$ cat src/rtl/fix_msg_sequencer.sv
// Sequences queued FIX tag/value fields through the byte serializer, accumulates the
// mod-256 checksum over every emitted byte and appends the 10=NNN trailer field.
module fix_msg_sequencer #(
    parameter int VALUE_WIDTH = 256,
    parameter int SIZE        = 5,
    parameter int MAX_FIELDS  = 16,
    parameter int AW          = 4,
    localparam int VW         = VALUE_WIDTH >> SIZE
) (
    input  logic                   clk,
    input  logic                   rst,
    input  logic                   fld_wr_i,
    input  logic [31:0]            fld_tag_i,
    input  logic [4:0]             fld_t_size_i,
    input  logic [VALUE_WIDTH-1:0] fld_val_i,
    input  logic [VW-1:0]          fld_v_size_i,
    output logic                   fld_full_o,
    input  logic                   send_i,
    output logic                   busy_o,
    output logic                   msg_done_o,
    output logic                   tag_valid_o,
    output logic                   val_valid_o,
    output logic                   checksum_o,
    output logic [31:0]            tag_o,
    output logic [4:0]             t_size_o,
    output logic [VALUE_WIDTH-1:0] val_o,
    output logic [VW-1:0]          v_size_o,
    input  logic                   ser_done_i,
    input  logic [7:0]             ser_data_i,
    input  logic                   ser_data_valid_i,
    output logic [7:0]             cksum_o
);

    localparam int EW = 32 + 5 + VALUE_WIDTH + VW;

    typedef enum logic [2:0] {
        S_IDLE, S_LOAD, S_TAG, S_VAL, S_CALC, S_CK_TAG, S_CK_VAL, S_DONE
    } state_t;

    state_t                 state_q, state_d;
    logic [EW-1:0]          mem_q [MAX_FIELDS];
    logic [AW-1:0]          wr_ptr_q, rd_ptr_q;
    logic [AW:0]            count_q, count_d;
    logic [31:0]            tag_q, tag_d;
    logic [4:0]             t_size_q, t_size_d;
    logic [VALUE_WIDTH-1:0] val_q, val_d;
    logic [VW-1:0]          v_size_q, v_size_d;
    logic [7:0]             acc_q, acc_d, acc_add_s;
    logic [7:0]             cksum_q, cksum_d;
    logic                   checksum_q, checksum_d;
    logic                   wr_en_s, pop_s;
    logic [7:0]             dig_h_s, dig_t_s, dig_u_s;

    assign busy_o      = (state_q != S_IDLE);
    assign fld_full_o  = (count_q == (AW+1)'(MAX_FIELDS)) | busy_o;
    assign wr_en_s     = fld_wr_i & ~fld_full_o;
    assign tag_valid_o = (state_q == S_TAG) | (state_q == S_CK_TAG);
    assign val_valid_o = (state_q == S_VAL) | (state_q == S_CK_VAL);
    assign msg_done_o  = (state_q == S_DONE);
    assign checksum_o  = checksum_q;
    assign tag_o       = tag_q;
    assign t_size_o    = t_size_q;
    assign val_o       = val_q;
    assign v_size_o    = v_size_q;
    assign cksum_o     = cksum_q;

    assign acc_add_s = acc_q + (ser_data_valid_i ? ser_data_i : 8'd0);
    assign dig_h_s   = acc_q / 8'd100;
    assign dig_t_s   = (acc_q % 8'd100) / 8'd10;
    assign dig_u_s   = acc_q % 8'd10;

    // Field storage; pointers are reset separately so stale entries are never read.
    always_ff @(posedge clk) begin
        if (wr_en_s) begin
            mem_q[wr_ptr_q] <= {fld_tag_i, fld_t_size_i, fld_val_i, fld_v_size_i};
        end
    end

    // Next-state and datapath decode.
    always_comb begin
        state_d    = state_q;
        tag_d      = tag_q;
        t_size_d   = t_size_q;
        val_d      = val_q;
        v_size_d   = v_size_q;
        acc_d      = acc_q;
        cksum_d    = cksum_q;
        checksum_d = checksum_q;
        pop_s      = 1'b0;
        case (state_q)
            S_IDLE: begin
                if (send_i && (count_q != '0)) begin
                    state_d = S_LOAD;
                    acc_d   = 8'd0;
                end else begin
                    state_d = S_IDLE;
                end
            end
            S_LOAD: begin
                {tag_d, t_size_d, val_d, v_size_d} = mem_q[rd_ptr_q];
                pop_s   = 1'b1;
                acc_d   = acc_add_s;
                state_d = S_TAG;
            end
            S_TAG: begin
                acc_d = acc_add_s;
                if (ser_done_i) begin
                    state_d = S_VAL;
                end else begin
                    state_d = S_TAG;
                end
            end
            S_VAL: begin
                acc_d = acc_add_s;
                // Writes are refused while busy, so count_q is exactly the fields still to send.
                if (ser_done_i) begin
                    state_d = (count_q != '0) ? S_LOAD : S_CALC;
                end else begin
                    state_d = S_VAL;
                end
            end
            S_CALC: begin
                cksum_d     = acc_q;
                tag_d       = 32'h0000_3031;
                t_size_d    = 5'd2;
                val_d       = '0;
                val_d[23:0] = {8'h30 + dig_u_s, 8'h30 + dig_t_s, 8'h30 + dig_h_s};
                v_size_d    = VW'(3);
                checksum_d  = 1'b1;
                state_d     = S_CK_TAG;
            end
            S_CK_TAG: begin
                if (ser_done_i) begin
                    state_d = S_CK_VAL;
                end else begin
                    state_d = S_CK_TAG;
                end
            end
            S_CK_VAL: begin
                if (ser_done_i) begin
                    state_d = S_DONE;
                end else begin
                    state_d = S_CK_VAL;
                end
            end
            S_DONE: begin
                checksum_d = 1'b0;
                state_d    = S_IDLE;
            end
            default: begin
                state_d = S_IDLE;
            end
        endcase
    end

    assign count_d = count_q + {{AW{1'b0}}, wr_en_s} - {{AW{1'b0}}, pop_s};

    // State, queue pointers and output registers.
    always_ff @(posedge clk or posedge rst) begin
        if (rst) begin
            state_q    <= S_IDLE;
            wr_ptr_q   <= '0;
            rd_ptr_q   <= '0;
            count_q    <= '0;
            tag_q      <= '0;
            t_size_q   <= '0;
            val_q      <= '0;
            v_size_q   <= '0;
            acc_q      <= '0;
            cksum_q    <= '0;
            checksum_q <= 1'b0;
        end else begin
            state_q    <= state_d;
            wr_ptr_q   <= wr_ptr_q + AW'(wr_en_s);
            rd_ptr_q   <= rd_ptr_q + AW'(pop_s);
            count_q    <= count_d;
            tag_q      <= tag_d;
            t_size_q   <= t_size_d;
            val_q      <= val_d;
            v_size_q   <= v_size_d;
            acc_q      <= acc_d;
            cksum_q    <= cksum_d;
            checksum_q <= checksum_d;
        end
    end

endmodule

$ cat config.mk
export PLATFORM = sky130hd
export DESIGN_NAME = fix_msg_sequencer
export DESIGN_NICKNAME = d
export VERILOG_FILES = /design/src/rtl/fix_msg_sequencer.sv
export SDC_FILE = /design/constraint.sdc
export NUM_CORES = 2
export LEC_CHECK = 0
export BUFFER_PORTS_ARGS = -buffer_cell sky130_fd_sc_hd__buf_2
export CAP_MARGIN = 25
export CORE_UTILIZATION = 56
export CTS_CLUSTER_DIAMETER = 50
export DETAILED_ROUTE_END_ITERATION = 8
export PLACE_DENSITY = 0.81
export SYNTH_ARGS = -nofsm -noshare
export SYNTH_HDL_FRONTEND = slang
export SYNTH_MEMORY_MAX_BITS = 65536
export SYNTH_SLANG_ARGS = --single-unit
$ cat constraint.sdc
create_clock -name clk -period 21 [get_ports clk]
set_input_delay 1.05 -clock clk [delete_from_list [all_inputs] [get_ports clk]]
set_output_delay 1.05 -clock clk [all_outputs]
set_load 0.01 [all_outputs]
* Word-level counts from Yosys, hierarchy flattened
Memory sizes are Yosys's and may differ from the RTL's.
Index checks and enable logic that the tools add are counted.
** Word-level totals
- Flip-flop bits (word level) :: 334
- Bits in writable memories :: 4816
- Bits of input ports :: 315
- Output and inout port bits :: 315
- Word-level logic and storage cells :: 65
- Memories kept :: 1
** Operators by class
- Add/sub/neg operators :: 8
- Div/mod/pow operators :: 4
- Equal/unequal tests :: 9
- Mux-type cells :: 18
- Bitwise gates (word level) :: 5
- Reductions and logical operators :: 9
** Memory list
- mem_q :: depth 16, width 301, rd ports 1, clocked after memory_dff 0, write ports 1, line 41 : logic [EW-1:0] mem_q [MAX_FIELDS];
** Operators with widths (count)
- one-hot mux 256 bit (2 select lines) :: 1
- one-hot mux 32 bit (2 select lines) :: 1
- one-hot mux 8 bit (2 select lines) :: 2
- adder 6 x 8 -> 8 bit (first input constant) :: 3
- one-hot mux 3 bit (8 select lines) :: 1
- two-way mux 8 bit :: 2
- == test 3 bit (second input constant) :: 4
- one-hot mux 5 bit (2 select lines) :: 1
- adder 4 x 1 -> 4 bit :: 2
- adder 8 bit :: 1
- divider 8 x 4 -> 8 bit (second input constant) :: 1
- divider 8 x 7 -> 8 bit (second input constant) :: 1
- modulo 8 x 4 -> 8 bit (second input constant) :: 1
- modulo 8 x 7 -> 8 bit (second input constant) :: 1
- == test 3 x 2 -> 1 bit (second input constant) :: 2
- two-way mux 1 bit :: 6
- two-way mux 3 bit :: 2
- nonzero test 2 bit :: 3
- adder 5 x 1 -> 5 bit :: 1
- == test 5 bit (second input constant) :: 1
- nonzero test 5 bit :: 1
- subtractor 5 x 1 -> 5 bit :: 1
- == test 3 x 1 -> 1 bit (second input constant) :: 1
- logical NOT 3 bit :: 1
- 10 further kinds :: 12

* Logic depth before layout (Yosys ltp)
- Depth in word-level cells :: 6
- Gate-level depth with buffers :: 20
- Depth with buffers taken out :: 18

* Worst setup path before layout
No wires, ideal clock.
- Path kind :: reg-to-reg
- Start point :: register state_q[2]
- End point :: memory mem_q[0][0] (netlist name), enable pin
- Setup time :: 1.332 ns
- Arrival time :: 21.766 ns
- Setup slack :: -2.098 ns
- Cell stages (with the launch flop) :: 8
- Path buffers :: 1
- Period minus slack after synthesis :: 23.098 ns
- Cells stage by stage :: dfrtp_1 clkbuf_1 clkinv_1 nand2_1 a31oi_1 nand2_1 or3_1 nor3_1
** Between the ends
- Word-level cells in the longest chain between the ends :: 6
** RTL lines
- from (decl) :: line 40 : state_t state_q, state_d;
- from (signal assigned) :: line 173 : state_q <= state_d;
- nonzero test 3 bit :: line 54 : assign busy_o = (state_q != S_IDLE);
- named net busy_o :: line 19 : output logic busy_o,
- bitwise OR 1 bit :: line 55 : assign fld_full_o = (count_q == (AW+1)'(MAX_FIELDS)) | busy_o;
- inverter 1 bit :: line 56 : assign wr_en_s = fld_wr_i & ~fld_full_o;
- AND 1 bit :: line 56
- two-way mux 1 bit :: line 74 : if (wr_en_s) begin
- two-way mux 1 bit (implied by the code) :: line 75 : mem_q[wr_ptr_q] <= {fld_tag_i, fld_t_size_i, fld_val_i, fld_v_size_i};
- to (decl) :: line 41
The timed path passes the listed nets, and every way through them passes these cells.

* Worst setup path after layout
- Start point :: register state_q[0]
- End point :: memory mem_q[0][99] (netlist name), enable pin
** Between the ends
- Word-level cells in the longest chain between the ends :: 6
** RTL lines (line)
- nonzero test 3 bit :: 54
- bitwise OR 1 bit :: 55
- inverter 1 bit :: 56
- AND 1 bit :: 56
- two-way mux 1 bit :: 74
- two-way mux 1 bit (implied by the code) :: 75
Every way passes these cells.

==> flow_metrics.py <==
metrics = {
    "sta": {
        "period_minus_slack_ns": 6.666,
        "period_share": 0.3174,
        "tns_ns": 0,
        "hold_violations": 0,
        "final_max_slew_viol_count": 0,
        "finalClockSkew_ns": 0.09659,
        "tightestPinTransition_ns": 1.241,
        "setup-violations-final": 0,
        "max_freq_ghz": 0.1500,
        "slew_headroom": 0.1727,
        "rsz0062_at_grt": "false",
    },
    "setup_path": {
        "crit_arrival_ns": 7.26,
        "endpoint_kind": "flip-flop",
        "rr_startpoint": "state_q[0]$_DFF_PP0_",
        "crit_start": "state_q[0]$_DFF_PP0_",
        "setup.worst_path.end": "mem_q[0][99]$_DFFE_PP_",
        "worstPathRequired_ns": 21.59,
        "rrSetupSlack_ns": 14.33,
        "rr_worst_depth": 10,
        "worstSetupPathType": "reg2reg",
        "startpoint_type": "flip-flop",
        "crit_fanout": 50,
        "rr_endpoint": "mem_q[0][99]$_DFFE_PP_",
    },
    "grt": {
        "grt_pass1_vias": 98958,
        "track_usage": 0.2930,
        "grt_pass1_wl_um": 723300,
        "grt_max_degree": 170,
        "grt_overflow": 0,
        "antenna_found_initial": 141,
    },
    "cts": {
        "clk_latency_ns": 1.04,
        "cts.sinks": 5150,
        "cts_tree": "built",
        "root_buffer": "clkbuf_16",
        "clock_path_buffers": 4,
        "cts-resized-gates": 0,
        "post_cts.repair.setup_buffers": 0,
        "h-tree-depth": 5,
        "clk_pin_slew_ns": 0.07,
        "cts_inserted_buffers": 479,
        "holdBufCountCts": 0,
    },
    "placed_design": {
        "portBuffers": 629,
        "finalWeightedCongestion": 0.8127,
        "dpl.hpwl_um": 242600,
    },
    "pwr": {
        "p_per_area_nw_per_um2": 132.5,
        "p_leak_nw": 70.80,
        "peakVddDrop_v": 0.0001543,
        "power.total_w": 0.02911,
    },
    "synthesis": {
        "synth_edf_count": 4816,
        "synth.avg_cell_area_um2": 24.71,
        "syn_nets": 8185,
        "ys.flop_type": "edfxtp_1",
        "synth_cell_types": 84,
        "synth_top_cell_area_share": 0.7461,
        "synth_sequential_area_ratio": 0.7892,
        "syn_area_um2": 193800,
        "synth_cells": 7843,
        "ys_warn_count": 0,
        "synth_area_leader_cell": "edfxtp_1",
        "async_flop_share": 0.06485,
        "ys_ff_latch": 5150,
        "synth_area_leaders": "edfxtp_1 (75%), mux4_2 (17%), dfrtp_1 (4.3%)",
    },
    "worst_hold_path": {
        "hold_path_class": "in2async",
    },
    "finish": {
        "layout_common_cells": "edfxtp_1 (4816), mux4_2 (1479), buf_2 (630), clkbuf_16 (482), dfrtp_1 (330)",
        "area_growth_pct": 13.36,
        "drive_gt1_frac": 0.3357,
        "final_common_cell": "edfxtp_1",
        "nNetsFinal": 9048,
    },
    "floorplan": {
        "io_pins": 630,
        "die_area_um2": 348500,
        "dieHeight_um": 590.3,
        "fp.dieW_um": 590.3,
        "initial_utilization": 0.5638,
        "std_cell_rows": 215,
        "fp.coreArea_um2": 343800,
    },
    "route": {
        "viasPerCell": 6.874,
        "first_pass_iters": 6,
        "drc_errors": 0,
        "detail-route-antenna-nets": 0,
        "wl_per_cell_um": 37.25,
        "drtIter0Drc": 14443,
        "wl_um": 512900,
        "num_vias": 94646,
    },
    "run": {
        "drv_cap": 0,
    },
    "status": {
        "status": "complete, no violations",
    },
}
==> routing by layer <==
layer | wire length (um) | GRT usage | up-vias
li1 | - | - | 35834
met1 | 169500 | 0.3676 | 49801
met2 | 260100 | 0.4875 | 7602
met3 | 61930 | 0.07587 | 1303
met4 | 20640 | 0.1267 | 106
met5 | 658 | 0 | -
==> state kept, by name, summed over array words and instances, names as in the netlist <==
name and flops:
val_o 256, count_q 5, acc_q 8, t_size_o 5
tag_o 32, cksum_o 8, state_q 3, checksum_o 1
rd_ptr_q 4, mem_q 4816, v_size_o 8, wr_ptr_q 4
==> cells by family after synthesis <==
family	after synthesis	synth area share
simple gates	187	0.004932
compound gates	487	0.02015
xor+xnor	18	0.0008133
buf+inv	452	0.008908
mux	1519	0.1740
fa+ha+maj	30	0.002001
flops	5150	0.7892
==> critical path: stages (launching register included) <==
cell and delay (ns):
dfrtp_1 0.54, nor2_1 0.35, nand2_1 0.14, a31oi_1 0.25, nand2_1 0.32, or3_1 0.63, nor3_4 0.45, buf_4 0.86
buf_4 0.91, buf_4 0.90, buf_4 0.61
==> cell type report <==
type	instances	area [um^2]
timing repair buffer	809	5132
inverter	25	108.9
sequential	5150	153000
tap	4557	5702
antenna	81	202.7
clock inverter	265	3209
clock buffer	640	13110
fill	20515	124100
multi-input combinational	2241	39270
==> how the worst min path moves through the flow <==
| stage | startpoint | depth (start not counted) | slack [ns] | to |
|---|---|---|---|---|
| final | rst | 2 | 0.18 | val_o[194]$_DFFE_PP0P_ |
| after global routing | rst | 2 | 0.17 | val_o[88]$_DFFE_PP0P_ |
| after CTS | rst | 2 | 0.13 | val_o[88]$_DFFE_PP0P_ |
| after detailed placement | cksum_o[4]$_DFFE_PP0P_ | 2 | 0.48 | cksum_o[4]$_DFFE_PP0P_ |
| after global placement | cksum_o[7]$_DFFE_PP0P_ | 2 | 0.46 | cksum_o[7]$_DFFE_PP0P_ |
| after floorplan | rd_ptr_q[0]$_DFF_PP0_ | 1 | 0.48 | rd_ptr_q[0]$_DFF_PP0_ |
==> stage by stage <==
stage                     instances  instance area, um^2  hold slack (ns)  setup slack [ns]    util
after floorplan                7843               193800           0.4769             5.992       -
after global placement        12765               202800           0.4571             13.86  0.5899
after detailed placement      12771               202900           0.4764             13.71  0.5903
after CTS                     13676               219300           0.1320             13.69  0.6377
after global routing          13727               219600           0.1720             14.36  0.6388
final                         13768               219700           0.1820             14.33  0.6391
==> where the power goes <==
group	internal [W]	leakage (nW)	switching, W
Combinational	0.00382	15.5	0.00407
Clock	0.00505	7.89	0.00395
Sequential	0.0117	47.4	0.000496
==> cell usage after synthesis, types with 4 or more instances <==
| cell type | n |
|---|---|
| a221oi_1 | 8 |
| and2_1 | 12 |
| xnor2_1 | 13 |
| xor2_1 | 5 |
| inv_1 | 21 |
| a211oi_1 | 10 |
| o22a_1 | 4 |
| nand3b_1 | 4 |
| a221o_1 | 4 |
| nor2_1 | 48 |
| and3_1 | 5 |
| a22o_1 | 285 |
| nand2b_1 | 11 |
| a31oi_1 | 11 |
| buf_1 | 118 |
| nand2_1 | 54 |
| nor2b_1 | 5 |
| a21o_1 | 12 |
| buf_2 | 15 |
| mux4_2 | 1479 |
| mux2i_1 | 33 |
| dfrtp_1 | 334 |
| a21oi_1 | 46 |
| o21a_1 | 4 |
| mux2_2 | 6 |
| clkbuf_1 | 292 |
| a22oi_1 | 11 |
| edfxtp_1 | 4816 |
| nor3_1 | 17 |
| ha_1 | 25 |
| nand3_1 | 5 |
| o21bai_1 | 6 |
| o21ai_0 | 36 |
| o22ai_1 | 10 |
Power figures use the tool's default switching activity.
